===== src/rtl/clmul_iter_unit.sv =====
`default_nettype none
// ============================================================================
// Module   : clmul_iter_unit
// Brief    : Iterative carry-less multiplier (CLMUL / CLMULH / CLMULR).
//            Retires BITS_PER_CYCLE multiplier bits per cycle and can stop
//            early once the remaining multiplier bits are all zero. Uses a
//            valid/ready issue port, holds the result under backpressure,
//            tags results with a transaction ID and supports flush.
// Revision : 1.0 - initial release
// ============================================================================
module clmul_iter_unit #(
    parameter int XLEN           = 64,
    parameter int BITS_PER_CYCLE = 4,
    parameter int TRANS_ID_BITS  = 3,
    parameter int EARLY_TERM     = 1
) (
    input  logic                     clk_i,
    input  logic                     rst_ni,
    input  logic                     flush_i,
    input  logic                     valid_i,
    output logic                     ready_o,
    input  logic [1:0]               op_i,
    input  logic [XLEN-1:0]          operand_a_i,
    input  logic [XLEN-1:0]          operand_b_i,
    input  logic [TRANS_ID_BITS-1:0] trans_id_i,
    output logic                     result_valid_o,
    input  logic                     result_ready_i,
    output logic [XLEN-1:0]          result_o,
    output logic [TRANS_ID_BITS-1:0] result_trans_id_o
);

    localparam int c_STEPS = XLEN / BITS_PER_CYCLE;
    localparam int c_CNT_W = $clog2(c_STEPS) + 1;
    localparam logic [c_CNT_W-1:0] c_LAST = c_CNT_W'(c_STEPS - 1);

    localparam logic [1:0] c_IDLE = 2'd0;
    localparam logic [1:0] c_BUSY = 2'd1;
    localparam logic [1:0] c_DONE = 2'd2;

    localparam logic [1:0] c_OP_CLMUL  = 2'b00;
    localparam logic [1:0] c_OP_CLMULH = 2'b01;
    localparam logic [1:0] c_OP_CLMULR = 2'b10;

    logic [1:0]               r_state;
    logic [1:0]               w_state_next;
    logic [2*XLEN-1:0]        r_acc;
    logic [2*XLEN-1:0]        r_mcand;
    logic [XLEN-1:0]          r_mplier;
    logic [c_CNT_W-1:0]       r_cnt;
    logic [1:0]               r_op;
    logic [TRANS_ID_BITS-1:0] r_tid;
    logic [XLEN-1:0]          r_result;
    logic [TRANS_ID_BITS-1:0] r_result_tid;
    logic                     r_result_valid;

    logic [2*XLEN-1:0]        w_partial;
    logic [2*XLEN-1:0]        w_acc_next;
    logic [XLEN-1:0]          w_mplier_shift;
    logic                     w_last;
    logic [XLEN-1:0]          w_sel;

    assign ready_o           = (r_state == c_IDLE) && !flush_i;
    assign result_valid_o    = r_result_valid;
    assign result_o          = r_result;
    assign result_trans_id_o = r_result_tid;

    // Partial product of this step, final-step detection and result select.
    always_comb begin
        w_partial = '0;
        for (int j = 0; j < BITS_PER_CYCLE; j++) begin
            if (r_mplier[j]) begin
                w_partial = w_partial ^ (r_mcand << j);
            end
        end
        w_acc_next     = r_acc ^ w_partial;
        w_mplier_shift = r_mplier >> BITS_PER_CYCLE;
        w_last         = (r_cnt == c_LAST) ||
                         ((EARLY_TERM != 0) && (w_mplier_shift == '0));
        case (r_op)
            c_OP_CLMUL:  w_sel = w_acc_next[XLEN-1:0];
            c_OP_CLMULH: w_sel = w_acc_next[2*XLEN-1:XLEN];
            c_OP_CLMULR: w_sel = w_acc_next[2*XLEN-2:XLEN-1];
            default:     w_sel = '0;
        endcase
    end

    // Next-state logic; flush overrides every state.
    always_comb begin
        w_state_next = r_state;
        case (r_state)
            c_IDLE:  if (valid_i) w_state_next = c_BUSY;
            c_BUSY:  if (w_last) w_state_next = c_DONE;
            c_DONE:  if (result_ready_i) w_state_next = c_IDLE;
            default: w_state_next = c_IDLE;
        endcase
        if (flush_i) begin
            w_state_next = c_IDLE;
        end
    end

    // State register.
    always_ff @(posedge clk_i or negedge rst_ni) begin
        if (!rst_ni) begin
            r_state <= c_IDLE;
        end else begin
            r_state <= w_state_next;
        end
    end

    // Operand capture, iterative accumulation and registered result.
    always_ff @(posedge clk_i or negedge rst_ni) begin
        if (!rst_ni) begin
            r_acc          <= '0;
            r_mcand        <= '0;
            r_mplier       <= '0;
            r_cnt          <= '0;
            r_op           <= '0;
            r_tid          <= '0;
            r_result       <= '0;
            r_result_tid   <= '0;
            r_result_valid <= 1'b0;
        end else if (flush_i) begin
            r_result_valid <= 1'b0;
        end else begin
            case (r_state)
                c_IDLE: begin
                    if (valid_i) begin
                        r_acc    <= '0;
                        r_mcand  <= {{XLEN{1'b0}}, operand_a_i};
                        r_mplier <= operand_b_i;
                        r_cnt    <= '0;
                        r_op     <= op_i;
                        r_tid    <= trans_id_i;
                    end
                end
                c_BUSY: begin
                    r_acc    <= w_acc_next;
                    r_mcand  <= r_mcand << BITS_PER_CYCLE;
                    r_mplier <= w_mplier_shift;
                    r_cnt    <= r_cnt + 1'b1;
                    if (w_last) begin
                        r_result       <= w_sel;
                        r_result_tid   <= r_tid;
                        r_result_valid <= 1'b1;
                    end
                end
                c_DONE: begin
                    if (result_ready_i) begin
                        r_result_valid <= 1'b0;
                    end
                end
                default: begin
                    r_result_valid <= 1'b0;
                end
            endcase
        end
    end

endmodule
`default_nettype wire


===== config.mk =====
export PLATFORM = sky130hd
export DESIGN_NAME = clmul_iter_unit
export DESIGN_NICKNAME = d
export VERILOG_FILES = /design/src/rtl/clmul_iter_unit.sv
export SDC_FILE = /design/constraint.sdc
export NUM_CORES = 1
export LEC_CHECK = 0
export BUFFER_PORTS_ARGS = -buffer_cell sky130_fd_sc_hd__buf_2
export CAP_MARGIN = 5
export CORE_UTILIZATION = 55
export DETAILED_ROUTE_END_ITERATION = 6
export PLACE_DENSITY = 0.79
export SLEW_MARGIN = 10
export SYNTH_ARGS = -nofsm -noshare
export SYNTH_HDL_FRONTEND = slang
export SYNTH_SLANG_ARGS = --single-unit

===== constraint.sdc =====
create_clock -name clk_i -period 4.15 [get_ports clk_i]
set_input_delay 0.415 -clock clk_i [delete_from_list [all_inputs] [get_ports clk_i]]
set_output_delay 0.415 -clock clk_i [all_outputs]
set_load 0.02 [all_outputs]

==> metrics.cfg <==
[status]
status=complete, no violations

[synthesis]
synth_nets=2857
ys_types=45
async_flop_share_pct=100
synth.yosys.warnings=0
syn-cell-area_um2=24800
syn_inst=2717
postSynthAreaPerCell_um2=9.13
netlist.area_leader.share_pct=40.3
yosys_register_bits=400
synth_top_area_cell=dfrtp_1
synthTopCellsByArea=dfrtp_1 (40%), nand2_1 (12%), xnor3_1 (11%)
yosysSeqAreaShare_pct=40.3
synth_ff_type=dfrtp_1
synth-edff-count=0

[floorplan]
rows=77
core_area_um2=44300
die_h_um=214
num_io_pins=207
die_area_um2=46000
start_util_pct=56.0
die_w_um=214

[sta]
hold_viol_final=0
slew_viol_final=0
max_freq_mhz=335
skew_ns=0.0154
slew-limit-headroom_pct=20.0
setup_ws_ns=1.16
setup_tns_ns=0
finalCritPeriodShare_pct=71.9
worst_slew_pin_slew_ns=1.20
rsz0062_at_grt=no
setup_viol=0
hold_ws_ns=0.0307
timing.final.crit_period_ns=2.99

[detailed_routing]
vias=21300
drc=0
drtPass1Iterations=6
routed_wl_mm=68.4
wl_per_cell_um=19.9
vias_per_cell=6.20
detail-route-antenna-nets=0
drt_iter0_drc=2134

[critical_path]
endpoint_kind=register
path_buf_inv=2
cp_slowest_stage_delay_ns=0.49
cpMostUsedCell=buf_4
r2r_slack_ns=1.16
path_cells=nor4_1, nand4_1, o41a_2, buf_4, nor2_4, buf_4, a2bb2oi_1
crit_path_start_kind=register
worstPathMaxFanout=39
worstPathRequired_ns=4.66
path_class=register to register
critPathTopFamily=simple AND/OR/NAND/NOR gates
slowest_stage=nor2_4
crit_arrival_ns=3.49

[grt]
grt_max_degree=178
antenna_found_initial=0
grt_pass1_vias=21400
grt-ovfl-total=0
grt_first_pass_wirelength_mm=113
grtUsageTotal_pct=30.0

[cts]
cts_tree=yes
cts_made_buffers=46
cts_root_buffer=clkbuf_16
cts_buffer_depth=3
cts.clk_slew.worst_paths_ns=0.06
htreeDepth=2
clk_latency_ns=0.60
clock_sinks=400

[layout]
fin_area_um2=27700
regArea_um2=10000
multi_input_area_um2=14000
mostFrequentLayoutCells=nand2_1 (798), dfrtp_1 (396), buf_2 (205), xor2_1 (165), a22o_1 (160)
layout-drive-gt1-share_pct=12.1
fillers=3597
fin_util_pct=62.5
final_common_cell=nand2_1
nets=2942
area_delta_synth_final_pct=11.7
antenna_cells=0

[run]
maxCapViolations=0

[hold_path]
holdCritPathClass=primary input to register

[place]
dp_hpwl_mm=43.8
gp_congestion=0.870
placed_cell_area_um2=26200
preCtsSetupSlack_ns=1.29
io_buffers=206

[pwr]
p_per_area_nw_per_um2=538
irDropWorstVdd_v=0.000373
p_leak_uw=0.0140

[stage by stage]
step | total power [uW] | instances
2_1_floorplan | 9540 | 2717
3_3_place_gp | 10600 | 3345
3_5_place_dp | 10900 | 3345
4_1_cts | 14900 | 3428
5_1_grt | 15700 | 3428
6_report | 14900 | 3428
[kinds of logic (layout without fill, tap and decap cells)]
logic type,Yosys count,after routing,synth area share [%]
compound gates,495,495,14.5
fa+ha+maj,2,2,0.101
xor+xnor,378,378,20.3
buf+inv,214,333,3.51
simple gates,1218,1218,20.8
mux,10,10,0.434
flops,400,400,40.3
[registers in the layout (all words and copies together), names as in the netlist]
| name | cells |
|---|---|
| r_acc | 128 |
| r_cnt | 5 |
| r_mcand | 128 |
| r_mplier | 64 |
| r_op | 2 |
| r_state | 2 |
| r_tid | 3 |
| result_o | 64 |
| result_trans_id_o | 3 |
| result_valid_o | 1 |
[what timing repair did]
action                                 CTS  global route
endpoints found under the hold margin  100             0
resized for setup                        0             0
hold buffers                             1             0
setup buffers                            0             0
[cell type report]
type | count | area share [%]
Clock buffer | 68 | 4.88
Clock inverter | 14 | 0.433
Inverter | 4 | 0.0542
Multi-Input combinational cell | 2103 | 50.5
Sequential cell | 400 | 36.2
Tap cell | 592 | 2.67
Timing Repair Buffer | 247 | 5.28
[synthesized netlist by cell type, drive strengths merged, types with 2 or more instances]
master,count
nand2,798
dfrtp,400
xor2,165
a22o,160
a31oi,149
clkbuf,145
nor2,129
xnor3,126
and3,98
nor3,97
xnor2,87
buf,65
a211oi,59
nor4,52
o21ai,49
a2bb2oi,37
a21oi,31
nand3,24
mux2,6
inv,4
mux2i,4
nand4,4
and2,3
nand2b,3
or3,3
a21boi,2
and3b,2
ha,2
nor2b,2
[routing by layer]
layer / GRT usage, % / up-vias / share of wire (%)
met1: 39.8 / 10600 / 42
met5: 0 / - / 0
met2: 49.7 / 928 / 48
met4: 12.1 / 0 / 3.5
met3: 4.31 / 164 / 6.9
li1: - / 9624 / -
[power breakdown]
group	leakage, uW	internal [uW]	total (uW)	switching [uW]
logic	0.00807	2540	5450	2920
registers	0.00515	4570	5460	896
clock network	0.000731	2320	4000	1680
total	0.0140	9420	14900	5500
[path summary, 6_finish.rpt]
check | from | to | depth (start not counted)
setup / recovery | r_mplier[61] | result_o[57] | 7
hold / removal | op_i[1] | r_op[1] | 3
setup reg to reg | r_mplier[61] | result_o[57] | 7
hold reg to reg | r_mcand[127] | r_mcand[127] | 2
max in group asynchronous | rst_ni | r_mplier[2] | 3
min in group asynchronous | rst_ni | r_acc[15] | 2
[worst register-to-register path: stages (launching register included)]
cell,delay [ns]
dfrtp_1,0.40
nor4_1,0.45
nand4_1,0.25
o41a_2,0.42
buf_4,0.30
nor2_4,0.50
buf_4,0.36
a2bb2oi_1,0.21
(Power assumes the default switching activity.)
